--- src/rtl/tennis_score_keeper.sv ---
// Tennis set scorekeeper: tracks points and games for players A and B from single-cycle point pulses.
// All outputs are registered. A point pulse sampled at an edge is visible right after that edge.
module tennis_score_keeper #(
    parameter int GAMES_TO_WIN = 6,
    parameter int GAMES_MAX    = 7
) (
    input  logic       clk,
    input  logic       reset,
    input  logic       pt_a,
    input  logic       pt_b,
    input  logic       new_set,
    output logic [2:0] score_a,
    output logic [2:0] score_b,
    output logic [2:0] games_a,
    output logic [2:0] games_b,
    output logic       deuce,
    output logic       game_a,
    output logic       game_b,
    output logic       set_done,
    output logic       set_winner,
    output logic       collision
);

    typedef enum logic {
        S_PLAY     = 1'b0,
        S_SET_OVER = 1'b1
    } state_t;

    localparam logic [3:0] L_GAMES_TO_WIN = 4'(GAMES_TO_WIN);
    localparam logic [3:0] L_GAMES_MAX    = 4'(GAMES_MAX);

    localparam logic [2:0] PT_LOVE = 3'd0;
    localparam logic [2:0] PT_40   = 3'd3;
    localparam logic [2:0] PT_AD   = 3'd4;

    state_t     r_state, w_state_nxt;
    logic [2:0] r_score_a, r_score_b, w_score_a_nxt, w_score_b_nxt;
    logic [2:0] r_games_a, r_games_b, w_games_a_nxt, w_games_b_nxt;
    logic       r_deuce, w_deuce_nxt;
    logic       r_game_a, r_game_b, w_game_a_nxt, w_game_b_nxt;
    logic       r_set_winner, w_set_winner_nxt;
    logic       r_collision, w_collision_nxt;

    // Scoring is computed once from the point winner's perspective, then mapped back to A/B.
    logic [2:0] w_win_score, w_los_score;
    logic [2:0] w_win_score_nxt, w_los_score_nxt;
    logic [3:0] w_win_games_inc, w_los_games;
    logic       w_game_won, w_set_won, w_score_bad;

    assign w_win_score     = pt_a ? r_score_a : r_score_b;
    assign w_los_score     = pt_a ? r_score_b : r_score_a;
    assign w_win_games_inc = {1'b0, (pt_a ? r_games_a : r_games_b)} + 4'd1;
    assign w_los_games     = {1'b0, (pt_a ? r_games_b : r_games_a)};
    assign w_score_bad     = (r_score_a > PT_AD) || (r_score_b > PT_AD);

    always_comb begin
        w_win_score_nxt = w_win_score;
        w_los_score_nxt = w_los_score;
        w_game_won      = 1'b0;
        if (w_win_score < PT_40) begin
            w_win_score_nxt = w_win_score + 3'd1;
        end else if (w_win_score == PT_40 && w_los_score < PT_40) begin
            w_game_won = 1'b1;
        end else if (w_win_score == PT_40 && w_los_score == PT_40) begin
            w_win_score_nxt = PT_AD;
        end else if (w_win_score == PT_AD) begin
            w_game_won = 1'b1;
        end else if (w_win_score == PT_40 && w_los_score == PT_AD) begin
            w_los_score_nxt = PT_40;
        end
    end

    // Set check uses the winner's game count after this game is added.
    assign w_set_won = w_game_won &&
                       ((w_win_games_inc == L_GAMES_MAX) ||
                        ((w_win_games_inc >= L_GAMES_TO_WIN) &&
                         (w_win_games_inc >= w_los_games + 4'd2)));

    always_comb begin
        w_state_nxt      = r_state;
        w_score_a_nxt    = r_score_a;
        w_score_b_nxt    = r_score_b;
        w_games_a_nxt    = r_games_a;
        w_games_b_nxt    = r_games_b;
        w_game_a_nxt     = 1'b0;
        w_game_b_nxt     = 1'b0;
        w_set_winner_nxt = r_set_winner;
        w_collision_nxt  = 1'b0;

        if (new_set) begin
            w_state_nxt      = S_PLAY;
            w_score_a_nxt    = PT_LOVE;
            w_score_b_nxt    = PT_LOVE;
            w_games_a_nxt    = 3'd0;
            w_games_b_nxt    = 3'd0;
            w_set_winner_nxt = 1'b0;
        end else if (w_score_bad) begin
            w_score_a_nxt = PT_LOVE;
            w_score_b_nxt = PT_LOVE;
        end else if (r_state == S_PLAY) begin
            if (pt_a && pt_b) begin
                w_collision_nxt = 1'b1;
            end else if (pt_a || pt_b) begin
                if (w_game_won) begin
                    w_score_a_nxt = PT_LOVE;
                    w_score_b_nxt = PT_LOVE;
                    if (pt_a) begin
                        w_games_a_nxt = w_win_games_inc[2:0];
                        w_game_a_nxt  = 1'b1;
                    end else begin
                        w_games_b_nxt = w_win_games_inc[2:0];
                        w_game_b_nxt  = 1'b1;
                    end
                    if (w_set_won) begin
                        w_state_nxt      = S_SET_OVER;
                        w_set_winner_nxt = pt_b;
                    end
                end else if (pt_a) begin
                    w_score_a_nxt = w_win_score_nxt;
                    w_score_b_nxt = w_los_score_nxt;
                end else begin
                    w_score_b_nxt = w_win_score_nxt;
                    w_score_a_nxt = w_los_score_nxt;
                end
            end
        end

        w_deuce_nxt = (w_score_a_nxt == PT_40) && (w_score_b_nxt == PT_40);
    end

    always_ff @(posedge clk or negedge reset) begin
        if (!reset) begin
            r_state      <= S_PLAY;
            r_score_a    <= PT_LOVE;
            r_score_b    <= PT_LOVE;
            r_games_a    <= 3'd0;
            r_games_b    <= 3'd0;
            r_deuce      <= 1'b0;
            r_game_a     <= 1'b0;
            r_game_b     <= 1'b0;
            r_set_winner <= 1'b0;
            r_collision  <= 1'b0;
        end else begin
            r_state      <= w_state_nxt;
            r_score_a    <= w_score_a_nxt;
            r_score_b    <= w_score_b_nxt;
            r_games_a    <= w_games_a_nxt;
            r_games_b    <= w_games_b_nxt;
            r_deuce      <= w_deuce_nxt;
            r_game_a     <= w_game_a_nxt;
            r_game_b     <= w_game_b_nxt;
            r_set_winner <= w_set_winner_nxt;
            r_collision  <= w_collision_nxt;
        end
    end

    assign score_a    = r_score_a;
    assign score_b    = r_score_b;
    assign games_a    = r_games_a;
    assign games_b    = r_games_b;
    assign deuce      = r_deuce;
    assign game_a     = r_game_a;
    assign game_b     = r_game_b;
    assign set_done   = (r_state == S_SET_OVER);
    assign set_winner = r_set_winner;
    assign collision  = r_collision;

endmodule

--- config.mk ---
export PLATFORM = sky130hd
export DESIGN_NAME = tennis_score_keeper
export DESIGN_NICKNAME = d
export VERILOG_FILES = /design/src/rtl/tennis_score_keeper.sv
export SDC_FILE = /design/constraint.sdc
export NUM_CORES = 1
export LEC_CHECK = 0
export CAP_MARGIN = 20
export CORE_ASPECT_RATIO = 1.4
export CORE_MARGIN = 8
export CORE_UTILIZATION = 45
export CTS_CLUSTER_DIAMETER = 60
export DETAILED_ROUTE_END_ITERATION = 16
export PLACE_DENSITY = 0.8
export SKIP_CTS_REPAIR_TIMING = 1
export SLEW_MARGIN = 10
export SYNTH_ARGS = -nofsm -noshare
export SYNTH_HDL_FRONTEND = slang
export SYNTH_SLANG_ARGS = --single-unit
--- constraint.sdc ---
create_clock -name clk -period 2.6 [get_ports clk]
set_input_delay 0.52 -clock clk [delete_from_list [all_inputs] [get_ports clk]]
set_output_delay 0.52 -clock clk [all_outputs]
set_load 0.05 [all_outputs]
==> results.sh, run 1 <==
export IMPL_outcome="finished with violations"
export IMPL_violations="negative setup slack"
export IMPL_rows=24
export IMPL_cts_sinks=18
export IMPL_hold_class="reg2reg"
export IMPL_grt_setup_unrepaired="true"
export IMPL_grtUsageTotal_pct=17.1
export IMPL_die_y_um=82.4
export IMPL_synthesis_area_mm2=0.00142
export IMPL_place_inst=254
export IMPL_ys_seq_area_share_pct=31.7
export IMPL_layout_drive_gt1_share_pct=34.8
export IMPL_grt_max_degree=19
export IMPL_grt_antenna_before_repair=0
export IMPL_drt_initial_drc_count=116
export IMPL_yosysMostFrequentCell="dfrtp_1"
export IMPL_hold_viol=0
export IMPL_synthFlopType="dfrtp_1"
export IMPL_synth_area_top_cells="dfrtp_1, ha_1, mux2i_1"
export IMPL_path_class="in2reg"
export IMPL_cts_tree="done"
export IMPL_slew_headroom_pct=45.1
export IMPL_ant_nets=0
export IMPL_overflow=0
export IMPL_whs_ns=0.533
export IMPL_dr_pass1_iters=4
export IMPL_period_share_pct=101
export IMPL_synth_top_cell_area_share_pct=31.7
export IMPL_finalClockSkew_ns=0.00265
export IMPL_start_util_pct=46.3
export IMPL_diodes=0
export IMPL_syn_inst=161
export IMPL_peakVddDrop_v=0.000259
export IMPL_register_area_um2=450
export IMPL_wl_per_cell_um=17.1
export IMPL_arrival_ns=2.77
export IMPL_nFillCells=239
export IMPL_fin_cells=260
export IMPL_cap_violations=0
export IMPL_io_pins=23
export IMPL_max_clock_freq_mhz=381
export IMPL_power_density_mw_per_mm2=362
export IMPL_worst_setup_path_start_kind="input pin"
export IMPL_grt_pass1_wl_um=7110
export IMPL_worst_ep_required_time_ns=2.74
export IMPL_setup_viol=1
export IMPL_first_global_vias=1564
export IMPL_area_growth_pct=51.4
export IMPL_power_total_uw=779
export IMPL_multi_input_area_um2=1000
export IMPL_clk_pin_slew_ns=0.06
export IMPL_yosysUniqueCellTypes=45
export IMPL_via_count=1516
export IMPL_vias_per_cell=5.83
export IMPL_cp_max_fo=6
export IMPL_power_leakage_nw=0.955
export IMPL_yosysTopAreaCell="dfrtp_1"
export IMPL_syn_nets=177
export IMPL_routed_wl_um=4460
export IMPL_end_kind="flip-flop"
export IMPL_fin_crit_ns=2.63
export IMPL_yosys_warnings=0
export IMPL_synth_enable_flop_cells=0
export IMPL_cts_buffer_depth=2
export IMPL_ys_ff_latch=18
export IMPL_clk_latency_ns=0.25
export IMPL_post_route_drc_count=0
export IMPL_maxSlewViolCount=0
export IMPL_async_reset_ff_share_pct=100
export IMPL_root_buffer="clkbuf_8"
export IMPL_synth_top_cells_by_count="dfrtp_1, inv_1, nor2_1"
export IMPL_htreeDepth=1
export IMPL_die_x_um=63.5
export IMPL_die_area_mm2=0.00523
export IMPL_nNetsFinal=239
export IMPL_syn_area_per_cell_um2=8.81
export IMPL_gp_congestion=0.964
export IMPL_hpwlAfterDp_um=3340
export IMPL_rrSetupSlack_ns=-0.03
export IMPL_portBuffers=22
export IMPL_core_mm2=0.00306
export IMPL_tightest_slew_ns=0.821
export IMPL_setup_slack_ns=-0.0262
export IMPL_cts_buffers=3
-- cell type report --
type / count / area share, %
tap: 39 / 2.27
clock buffer: 3 / 1.92
multi-input combinational: 121 / 46.5
timing repair buffer: 65 / 25.7
sequential: 18 / 21.0
inverter: 14 / 2.62
-- through the flow --
stage | cell area [um^2] | utilization [%] | TNS (ns) | setup WS [ns]
floorplan | 1450 | - | -3.38 | -0.473
global placement | 1960 | 63.8 | -10.10 | -0.810
detailed placement | 1960 | 63.8 | -11.31 | -0.938
finish | 2150 | 70.1 | -0.0262 | -0.0262
CTS | 2000 | 65.2 | -7.04 | -0.682
global route | 2150 | 70.1 | -0.588 | -0.127
-- state kept, by name, summed over array words and instances, names as in the netlist --
register and flops:
score_b 3, score_a 3, set_done 1, games_a 3, games_b 3, deuce 1
game_b 1, set_winner 1, collision 1, game_a 1
-- critical path, cell delays in order --
cell,delay [ns]
buf_6,0.12
mux2i_4,0.19
inv_1,0.10
ha_4,0.14
ha_4,0.13
inv_2,0.04
or2_4,0.23
o31a_1,0.31
or3_4,0.39
nor3b_4,0.27
buf_4,0.17
xnor2_2,0.10
nor2_1,0.05
-- power breakdown --
group | internal [mW] | total [mW] | leakage, nW | switching (mW)
clock network | 0.103 | 0.190 | 0.0216 | 0.0870
registers | 0.290 | 0.301 | 0.248 | 0.0105
logic | 0.126 | 0.288 | 0.686 | 0.162
total | 0.519 | 0.779 | 0.955 | 0.260
-- logic make-up after synthesis --
family | Yosys count | synth area share, %
fa+ha+maj | 11 | 9.70
simple gates | 50 | 19.7
flops | 18 | 31.7
xor+xnor | 4 | 2.47
compound gates | 42 | 19.2
buf+inv | 22 | 6.61
mux | 14 | 10.6
-- path summary, 6_finish.rpt --
kind                              end       start  cells after the start
setup / recovery           games_b[0]        pt_a                     13
hold / removal             set_winner  set_winner                      2
setup reg to reg           games_b[0]  score_a[1]                     13
hold reg to reg            set_winner  set_winner                      2
max in group asynchronous  score_b[1]       reset                      1
min in group asynchronous  games_a[0]       reset                      1
-- layout by cell type, fill, tap and decap left out, drive strengths merged, types with 2 or more instances in the layout --
| master | Yosys | layout |
|---|---|---|
| nor2 | 14 | 14 |
| o31ai | 3 | 3 |
| nor3b | 2 | 2 |
| mux2i | 9 | 9 |
| o211ai | 2 | 2 |
| o21ai | 11 | 11 |
| nand3 | 2 | 2 |
| nand3b | 2 | 2 |
| nand2 | 13 | 13 |
| a21oi | 8 | 8 |
| clkbuf | 4 | 3 |
| a211oi | 5 | 5 |
| nor3 | 5 | 5 |
| a31oi | 2 | 2 |
| clkdlybuf4s50 | 0 | 21 |
| nor4 | 5 | 5 |
| inv | 14 | 13 |
| xnor2 | 4 | 4 |
| mux2 | 5 | 5 |
| dfrtp | 18 | 18 |
| buf | 4 | 44 |
| ha | 11 | 11 |
-- metal layers --
metal | GRT usage [%] | up-vias | part of all wire [%]
met5 | 0 | - | 0
met2 | 31.6 | 53 | 53
met3 | 3.10 | 21 | 3.2
li1 | - | 705 | -
met4 | 13.4 | 0 | 6.2
met1 | 16.6 | 737 | 38
Note: power is estimated with default switching activity, not from simulation.
==> run 2, diff against run 1 <==
--- a/config.mk
+++ b/config.mk
@@ -5,7 +5,6 @@
 export SDC_FILE = /design/constraint.sdc
 export NUM_CORES = 1
 export LEC_CHECK = 0
-export CAP_MARGIN = 20
 export CORE_ASPECT_RATIO = 1.4
 export CORE_MARGIN = 8
 export CORE_UTILIZATION = 45
==> results of run 2 <==
No change in the layout: final DEF, timing and power equal those of run 1.
